## config.mk

```make
export PLATFORM = sky130hd
export DESIGN_NAME = mem_ctrl_flat
export DESIGN_NICKNAME = d
export VERILOG_FILES = /design/src/rtl/mem_ctrl_pkg.sv /design/src/rtl/mem_ctrl_if.sv /design/src/rtl/mem_ctrl.sv /design/src/flat_wrapper.sv
export SDC_FILE = /design/constraint.sdc
export NUM_CORES = 1
export LEC_CHECK = 0
export BUFFER_PORTS_ARGS = -buffer_cell sky130_fd_sc_hd__clkbuf_2
export CORE_MARGIN = 2
export CORE_UTILIZATION = 55
export CTS_CLUSTER_DIAMETER = 80
export CTS_CLUSTER_SIZE = 14
export DETAILED_ROUTE_END_ITERATION = 12
export PLACE_DENSITY_LB_ADDON = 0.3
export SLEW_MARGIN = 20
export SYNTH_ARGS = -nofsm -noshare
export SYNTH_HDL_FRONTEND = slang
export SYNTH_SLANG_ARGS = --single-unit
```

## constraint.sdc

```tcl
create_clock -name clk_in -period 5.8 [get_ports clk_in]
set_clock_uncertainty 0.2 [all_clocks]
set_input_delay 0.87 -clock clk_in [delete_from_list [all_inputs] [get_ports clk_in]]
set_output_delay 0.87 -clock clk_in [all_outputs]
set_load 0.1 [all_outputs]
```

## src/rtl/mem_ctrl_pkg.sv

```systemverilog
// Shared definitions for the byte-serial RAM port controller:
// size/state/owner codes and the common enable and zero constants.
package mem_ctrl_pkg;

    localparam logic        Enable   = 1'b1;
    localparam logic        Disable  = 1'b0;
    localparam logic [31:0] ZeroWord = 32'h0000_0000;

    typedef enum logic [1:0] {
        SizeByte = 2'd0,
        SizeHalf = 2'd1,
        SizeWord = 2'd2
    } size_t;

    typedef enum logic [1:0] {
        StIdle,
        StRd,
        StWr,
        StDone
    } state_t;

    typedef enum logic {
        OwnerIF  = 1'b0,
        OwnerMEM = 1'b1
    } owner_t;

    // Size code 3 is not a legal encoding; it is served as a full word.
    function automatic logic [2:0] size_bytes(input logic [1:0] size);
        case (size)
            SizeByte: return 3'd1;
            SizeHalf: return 3'd2;
            default:  return 3'd4;
        endcase
    endfunction

endpackage

```

## src/rtl/mem_ctrl_if.sv

```systemverilog
// Pipeline-side and RAM-side signals of the memory controller.
// The slave modport is the controller's view; master is the surrounding system.
interface mem_ctrl_if #(
    parameter int unsigned ADDR_W = 32
);
    logic              if_req_i;
    logic [ADDR_W-1:0] if_addr_i;
    logic              if_flush_i;
    logic              if_ready_o;
    logic [31:0]       if_data_o;

    logic              mem_req_i;
    logic              mem_we_i;
    logic [1:0]        mem_size_i;
    logic [ADDR_W-1:0] mem_addr_i;
    logic [31:0]       mem_wdata_i;
    logic              mem_ready_o;
    logic [31:0]       mem_rdata_o;

    logic [7:0]        ram_din_i;
    logic [7:0]        ram_dout_o;
    logic [ADDR_W-1:0] ram_a_o;
    logic              ram_wr_o;

    modport slave (
        input  if_req_i, if_addr_i, if_flush_i,
        output if_ready_o, if_data_o,
        input  mem_req_i, mem_we_i, mem_size_i, mem_addr_i, mem_wdata_i,
        output mem_ready_o, mem_rdata_o,
        input  ram_din_i,
        output ram_dout_o, ram_a_o, ram_wr_o
    );

    modport master (
        output if_req_i, if_addr_i, if_flush_i,
        input  if_ready_o, if_data_o,
        output mem_req_i, mem_we_i, mem_size_i, mem_addr_i, mem_wdata_i,
        input  mem_ready_o, mem_rdata_o,
        output ram_din_i,
        input  ram_dout_o, ram_a_o, ram_wr_o
    );
endinterface

```

## src/rtl/mem_ctrl.sv

```systemverilog
// Arbitrates the byte-wide RAM port between instruction fetch and load/store,
// serialising 1/2/4-byte accesses into byte cycles with a one-cycle ready pulse.
module mem_ctrl
    import mem_ctrl_pkg::*;
#(
    parameter int unsigned ADDR_W    = 32,
    parameter bit          MEM_FIRST = 1'b1
) (
    input logic       clk_in,
    input logic       rst_in,
    mem_ctrl_if.slave bus
);

    state_t            state_q, state_d;
    owner_t            owner_q;
    logic [2:0]        cnt_q, cnt_d;
    logic [2:0]        len_q;
    logic [ADDR_W-1:0] base_q;
    logic [31:0]       wdata_q;
    logic [31:0]       rbuf_q, rbuf_d;
    logic [31:0]       if_data_q, mem_rdata_q;

    logic              if_ok, grant_if, grant_mem, rd_last;
    logic [2:0]        a_off;
    logic [1:0]        cap_idx;
    logic [ADDR_W-1:0] ram_a;
    logic [7:0]        ram_dout;
    logic              ram_wr, if_ready, mem_ready;

    always_comb begin
        state_d   = state_q;
        cnt_d     = cnt_q;
        rbuf_d    = rbuf_q;
        if_ok     = 1'b0;
        grant_if  = 1'b0;
        grant_mem = 1'b0;
        rd_last   = 1'b0;
        a_off     = '0;
        cap_idx   = '0;
        ram_a     = '0;
        ram_dout  = '0;
        ram_wr    = Disable;
        if_ready  = 1'b0;
        mem_ready = 1'b0;
        unique case (state_q)
            StIdle: begin
                cnt_d = '0;
                if_ok = bus.if_req_i && !bus.if_flush_i;
                if (bus.mem_req_i && (MEM_FIRST || !if_ok)) begin
                    grant_mem = 1'b1;
                    state_d   = bus.mem_we_i ? StWr : StRd;
                end else if (if_ok) begin
                    grant_if = 1'b1;
                    state_d  = StRd;
                end
            end
            StRd: begin
                // Count runs one past the last address: byte cnt-1 arrives
                // while the address bus holds the following (or final) address.
                a_off   = (cnt_q == len_q) ? cnt_q - 3'd1 : cnt_q;
                ram_a   = base_q + ADDR_W'(a_off);
                cap_idx = 2'(cnt_q - 3'd1);
                if (cnt_q != 3'd0) begin
                    rbuf_d[{cap_idx, 3'b000} +: 8] = bus.ram_din_i;
                end
                if (owner_q == OwnerIF && bus.if_flush_i) begin
                    state_d = StIdle;
                    cnt_d   = '0;
                end else if (cnt_q == len_q) begin
                    rd_last = 1'b1;
                    state_d = StDone;
                    cnt_d   = '0;
                end else begin
                    cnt_d = cnt_q + 3'd1;
                end
            end
            StWr: begin
                ram_wr   = Enable;
                ram_a    = base_q + ADDR_W'(cnt_q);
                ram_dout = wdata_q[{cnt_q[1:0], 3'b000} +: 8];
                if (cnt_q == len_q - 3'd1) begin
                    state_d = StDone;
                    cnt_d   = '0;
                end else begin
                    cnt_d = cnt_q + 3'd1;
                end
            end
            StDone: begin
                if_ready  = (owner_q == OwnerIF);
                mem_ready = (owner_q == OwnerMEM);
                state_d   = StIdle;
            end
            default: state_d = StIdle;
        endcase
    end

    always_ff @(posedge clk_in) begin
        if (rst_in) begin
            state_q     <= StIdle;
            cnt_q       <= '0;
            owner_q     <= OwnerIF;
            base_q      <= '0;
            len_q       <= '0;
            wdata_q     <= ZeroWord;
            rbuf_q      <= ZeroWord;
            if_data_q   <= ZeroWord;
            mem_rdata_q <= ZeroWord;
        end else begin
            state_q <= state_d;
            cnt_q   <= cnt_d;
            if (grant_mem) begin
                owner_q <= OwnerMEM;
                base_q  <= bus.mem_addr_i;
                len_q   <= size_bytes(bus.mem_size_i);
                wdata_q <= bus.mem_wdata_i;
                rbuf_q  <= ZeroWord;
            end else if (grant_if) begin
                owner_q <= OwnerIF;
                base_q  <= bus.if_addr_i;
                len_q   <= 3'd4;
                rbuf_q  <= ZeroWord;
            end else begin
                rbuf_q <= rbuf_d;
            end
            if (rd_last) begin
                if (owner_q == OwnerIF) if_data_q   <= rbuf_d;
                else                    mem_rdata_q <= rbuf_d;
            end
        end
    end

    assign bus.ram_a_o     = ram_a;
    assign bus.ram_dout_o  = ram_dout;
    assign bus.ram_wr_o    = ram_wr;
    assign bus.if_ready_o  = if_ready;
    assign bus.mem_ready_o = mem_ready;
    assign bus.if_data_o   = if_data_q;
    assign bus.mem_rdata_o = mem_rdata_q;

endmodule

```

## src/flat_wrapper.sv

```systemverilog
// flat-port wrapper written by rule: the top's interface ports become plain ports
module mem_ctrl_flat import mem_ctrl_pkg::*;
#(
    parameter int unsigned ADDR_W    = 32,
    parameter bit          MEM_FIRST = 1'b1
)
  (clk_in, rst_in, bus_if_req_i, bus_if_addr_i, bus_if_flush_i, bus_if_ready_o, bus_if_data_o, bus_mem_req_i, bus_mem_we_i, bus_mem_size_i, bus_mem_addr_i, bus_mem_wdata_i, bus_mem_ready_o, bus_mem_rdata_o, bus_ram_din_i, bus_ram_dout_o, bus_ram_a_o, bus_ram_wr_o);
  mem_ctrl_if #(.ADDR_W(ADDR_W)) bus_i ();
  input logic clk_in;
  input logic rst_in;
  input wire logic [$bits(bus_i.if_req_i)-1:0] bus_if_req_i;
  input wire logic [$bits(bus_i.if_addr_i)-1:0] bus_if_addr_i;
  input wire logic [$bits(bus_i.if_flush_i)-1:0] bus_if_flush_i;
  output wire logic [$bits(bus_i.if_ready_o)-1:0] bus_if_ready_o;
  output wire logic [$bits(bus_i.if_data_o)-1:0] bus_if_data_o;
  input wire logic [$bits(bus_i.mem_req_i)-1:0] bus_mem_req_i;
  input wire logic [$bits(bus_i.mem_we_i)-1:0] bus_mem_we_i;
  input wire logic [$bits(bus_i.mem_size_i)-1:0] bus_mem_size_i;
  input wire logic [$bits(bus_i.mem_addr_i)-1:0] bus_mem_addr_i;
  input wire logic [$bits(bus_i.mem_wdata_i)-1:0] bus_mem_wdata_i;
  output wire logic [$bits(bus_i.mem_ready_o)-1:0] bus_mem_ready_o;
  output wire logic [$bits(bus_i.mem_rdata_o)-1:0] bus_mem_rdata_o;
  input wire logic [$bits(bus_i.ram_din_i)-1:0] bus_ram_din_i;
  output wire logic [$bits(bus_i.ram_dout_o)-1:0] bus_ram_dout_o;
  output wire logic [$bits(bus_i.ram_a_o)-1:0] bus_ram_a_o;
  output wire logic [$bits(bus_i.ram_wr_o)-1:0] bus_ram_wr_o;
  assign bus_i.if_req_i = bus_if_req_i;
  assign bus_i.if_addr_i = bus_if_addr_i;
  assign bus_i.if_flush_i = bus_if_flush_i;
  assign bus_if_ready_o = bus_i.if_ready_o;
  assign bus_if_data_o = bus_i.if_data_o;
  assign bus_i.mem_req_i = bus_mem_req_i;
  assign bus_i.mem_we_i = bus_mem_we_i;
  assign bus_i.mem_size_i = bus_mem_size_i;
  assign bus_i.mem_addr_i = bus_mem_addr_i;
  assign bus_i.mem_wdata_i = bus_mem_wdata_i;
  assign bus_mem_ready_o = bus_i.mem_ready_o;
  assign bus_mem_rdata_o = bus_i.mem_rdata_o;
  assign bus_i.ram_din_i = bus_ram_din_i;
  assign bus_ram_dout_o = bus_i.ram_dout_o;
  assign bus_ram_a_o = bus_i.ram_a_o;
  assign bus_ram_wr_o = bus_i.ram_wr_o;
  mem_ctrl #(.ADDR_W(ADDR_W), .MEM_FIRST(MEM_FIRST)) u_core (.clk_in(clk_in), .rst_in(rst_in), .bus(bus_i));
endmodule
```

==> reports/summary.md <==
The register bit count reported by yosys is 169. In this run the critical register-to-register path is captured at u_core.bus.mem_rdata_o[16]. Critical path class: reg2out.

219 I/O pins were placed. Across all setup checks in the final design, the least slack found is 0.4952 ns. Clock tree synthesis found a total of 169 sinks. The biggest fanout along the worst timing path works out to 16.

The number of optimization iterations in the first detailed-route pass was 5; the clock-pin transition on the worst setup and hold timing paths was 0.06 ns. The count of port buffers added during placement came out at 218. The run gives 0 as the number of DRC violations after detailed routing. Hold repair after CTS inserted 0 buffers. From synthesis to final layout, the design area changed by 21.56%. CTS placed an instance of clkbuf_16 at the clock tree root. The tools report the worst setup timing slack at the placement stage as 0.9864 ns. Post-CTS repair changed the size of 0 cells.

The final layout net count was 1,236. Of the cells placed in the final design, the portion with a size suffix greater than 1 is 27.17%. The floorplan step set the die height to 123.1 um. The kind of end point of the critical path is an output pin. The die covers 15,160 um^2. Endpoint of the worst hold-timing path: u_core.wdata_q[26]. The setup check on the worst reg-to-reg path leaves a slack of 3.32 ns. For the via count of the first global-routing pass, the log shows 6,498.

After legalization and detailed placement, the total HPWL measured 13,540 um. The depth of the worst hold-timing path is 2. The most used flip-flop cell after synthesis is dfxtp_1.

The number of antenna violations at the first check in global routing is 0. Post-detailed-routing wire length: 19,150 um. The critical path data arrival time was 4.23 ns; the net switching power of the design was 2.521 mW.

The logs give 22.5% for the clock network fraction of design power and 0 for the count of synthesis-stage warnings from yosys. The ratio of final minimum period to clock period came out at 91.46%. The placeable core region is 13,880 um^2. In the final timing run, aggregate negative setup slack is 0 ns. In the routed layout, each cell is associated on average with a via count of 5.474. The tools report the deepest clock path buffer count as 2. The cell area that synthesis handed to floorplanning was 7804 um^2. The mean cell area of the mapped netlist came out at 8.382 um^2.

The logs give 1,268 for the post-placement cell count and 0.2523 ns for the worst hold margin. Entering global routing, the biggest net connects 78 pins. Max-cap violations in this run came to 0. Counting distinct cell types in the post-synthesis netlist gives 50.

At the later pin of the worst-skew pair, clock insertion delay measures 0.43 ns. The weighted congestion reported at the end of routability-driven placement was 0.8952. The final count of pins violating max slew is 0, and the proportion of total power due to net switching is 49.75%. The worst setup path is launched from a flip-flop. The number of hold violations in the final report is 0, and the headroom to the max-slew limit is 32.97%.

The worst path needs 5.305 ns of the cycle, external delays included. TritonCTS built the clock tree. IR analysis of the VDD net gives a maximum drop of 0.0004039 V.

Share of synthesized registers carrying an async set or reset: 0%. For this configuration, the core starts out at a cell density of 56.22%. Summing over every cut layer, the via total after detailed routing is 7,111. The first global-routing pass estimated 31,010 um of wire. Yosys mapped a number of flops with a built-in enable equal to 0. For the number of antenna cells inserted, the log shows 0. The logs give 25.70% for the total global-route track usage and 0 for the overflow left after global routing. The number of setup buffers added after CTS was 0. Wire segments on met2 add up to 8888 um in the final route.

The floorplan has 43 rows. After detailed routing, the met3 layer carries 1149 um of wire. Fill cells in the final layout number 1,204.

The tools report the total of endpoints with negative setup slack in the final report as 0. After detailed routing, no signal wire sits above met4. The run gives 30.0% as the sequential cell fraction of total power. The logs give 17 for the number of buffers inserted during clock tree synthesis and 47.5% for the relative contribution of combinational cells to total power. For this block, wires on met1 add up to 8650 um. The H-tree level count was 4. In this run the static leakage power is 3.922 nW. The worst hold path belongs to the class reg2reg. Setup repair after global routing left no endpoint under its margin. At the pin with the least slew margin, the transition time is 0.9971 ns. The highest clock frequency the design can meet was 188.5 MHz; the cell count after synthesis was 931. Required time of the critical path: 4.73 ns.

In the final routed layout, each cell accounts on average for 14.74 um. The tools report the number of DRC markers after the initial detailed-route iteration as 470. The startpoint of the lowest-slack hold path was u_core.wdata_q[26].

In this run the horizontal extent of the chip is 123.1 um. For the sequential cell area fraction in the yosys report, the log shows 43.35%. The run finished with clean final reports. Dividing total power by cell area gives a power density of 534.1 nW/um^2. The count of antenna-violating nets left after detailed routing is 0, and the internal power of the cells is 2.546 mW.

The number of nets in the synthesized netlist is 1,060. Power after layout: 5.066 mW. Measured in cells, the most critical reg-to-reg path has a length of 8. The tools report the reg-to-reg critical path startpoint as u_core.cnt_q[1]. Leaving out filler cells and counting taps, the final layout contains 1,299.
cell type report:
cell class | count | area, um^2 | area share (%)
Tap cell | 180 | 225.2 | 2.374
Clock inverter | 11 | 146.4 | 1.543
Multi-Input combinational cell | 680 | 4086 | 43.08
Timing Repair Buffer | 225 | 1146 | 12.08
Sequential cell | 169 | 3383 | 35.66
Clock buffer | 20 | 446.7 | 4.709
Inverter | 14 | 52.55 | 0.5539
synthesized netlist by cell type (12+ instances only):
| cell type | count | area share (%) |
|---|---|---|
| nand2b_1 | 14 | 1.1 |
| nor3_1 | 21 | 1.3 |
| xor2_1 | 17 | 1.9 |
| ha_1 | 16 | 2.6 |
| a21oi_1 | 71 | 4.6 |
| xnor2_1 | 12 | 1.3 |
| nand3_1 | 13 | 0.83 |
| and2_1 | 15 | 1.2 |
| a211oi_2 | 28 | 4.5 |
| and3_1 | 14 | 1.1 |
| a311oi_1 | 32 | 3.6 |
| nor2_1 | 171 | 8.2 |
| dfxtp_1 | 169 | 43 |
| nand2_1 | 147 | 7.1 |
| a211oi_1 | 36 | 3.5 |
| inv_1 | 13 | 0.63 |
| clkbuf_1 | 42 | 2.0 |
metrics by stage:
step	utilization [%]	instance area (um^2)
floorplan	-	7804
global placement	64.03	8887
detailed placement	64.04	8890
CTS	68.32	9483
global route	68.34	9487
finish	68.34	9487
placed cells by master (no fill, tap or decap), types with 14 or more instances in the layout:
master and instances:
clkbuf_2 217, and2_1 14, clkbuf_16 17, a211oi_2 28, a311oi_1 32, xor2_1 17
nor3_1 21, dfxtp_1 169, a211oi_1 36, nor2_1 171, a21oi_1 71, nand2_1 146
ha_1 16
logic make-up after synthesis:
kind of cell | share of synthesized area (%)
DFF | 43.35
buffers and inverters | 4.521
xor gates and xnor gates | 3.543
muxes | 3.864
AOI/OAI and AO/OA | 17.32
adders and majority gates | 2.822
and+or+nand+nor | 24.58
critical path, stage by stage (launching register included):
cell	delay, ns
dfxtp_1	0.30
buf_4	0.20
xor2_1	0.20
nor3_2	0.21
inv_2	0.09
ha_1	0.27
mux2_2	0.13
ha_1	0.18
fa_1	0.23
a21oi_1	0.11
nor4_2	0.88
nand4_1	0.23
xor2_1	0.20
nor2_1	0.08
clkbuf_2	0.47
per-layer routing:
layer,track usage [%],up-vias
li1,-,3571
met1,34.32,3271
met2,40.47,233
met3,5.535,36
met4,10.65,0
met5,0,-
registers in the layout, summed over array words and instances, names as in the netlist:
register / cells
u_core.state_q: 2
u_core.bus.mem_rdata_o: 32
u_core.owner_q: 1
u_core.bus.if_data_o: 32
u_core.wdata_q: 32
u_core.rbuf_q: 32
u_core.base_q: 32
u_core.len_q: 3
u_core.cnt_q: 3
power groups by stage:
stage               combinational [mW]  sequential (mW)  clock (mW)
global placement                  2.39             1.53           0
floorplan                         1.52             2.03           0
CTS                               2.41             1.52        1.16
detailed placement                2.41             1.54           0
finish                            2.41             1.52        1.14
global route                      2.57             1.55        1.21
worst max path at each step:
| stage | from | to | slack (ns) |
|---|---|---|---|
| finish | u_core.cnt_q[1] | bus_ram_a_o[20] | 0.50 |
| detailed placement | u_core.state_q[0] | bus_ram_a_o[20] | 0.99 |
| CTS | u_core.state_q[0] | bus_ram_a_o[20] | 0.51 |
| global placement | u_core.cnt_q[1] | bus_ram_a_o[28] | 1.12 |
| global route | u_core.state_q[0] | bus_ram_a_o[20] | 0.21 |
| floorplan | u_core.state_q[0] | bus_ram_a_o[31] | 0.38 |
No activity file was read; power rests on OpenSTA's default activity.
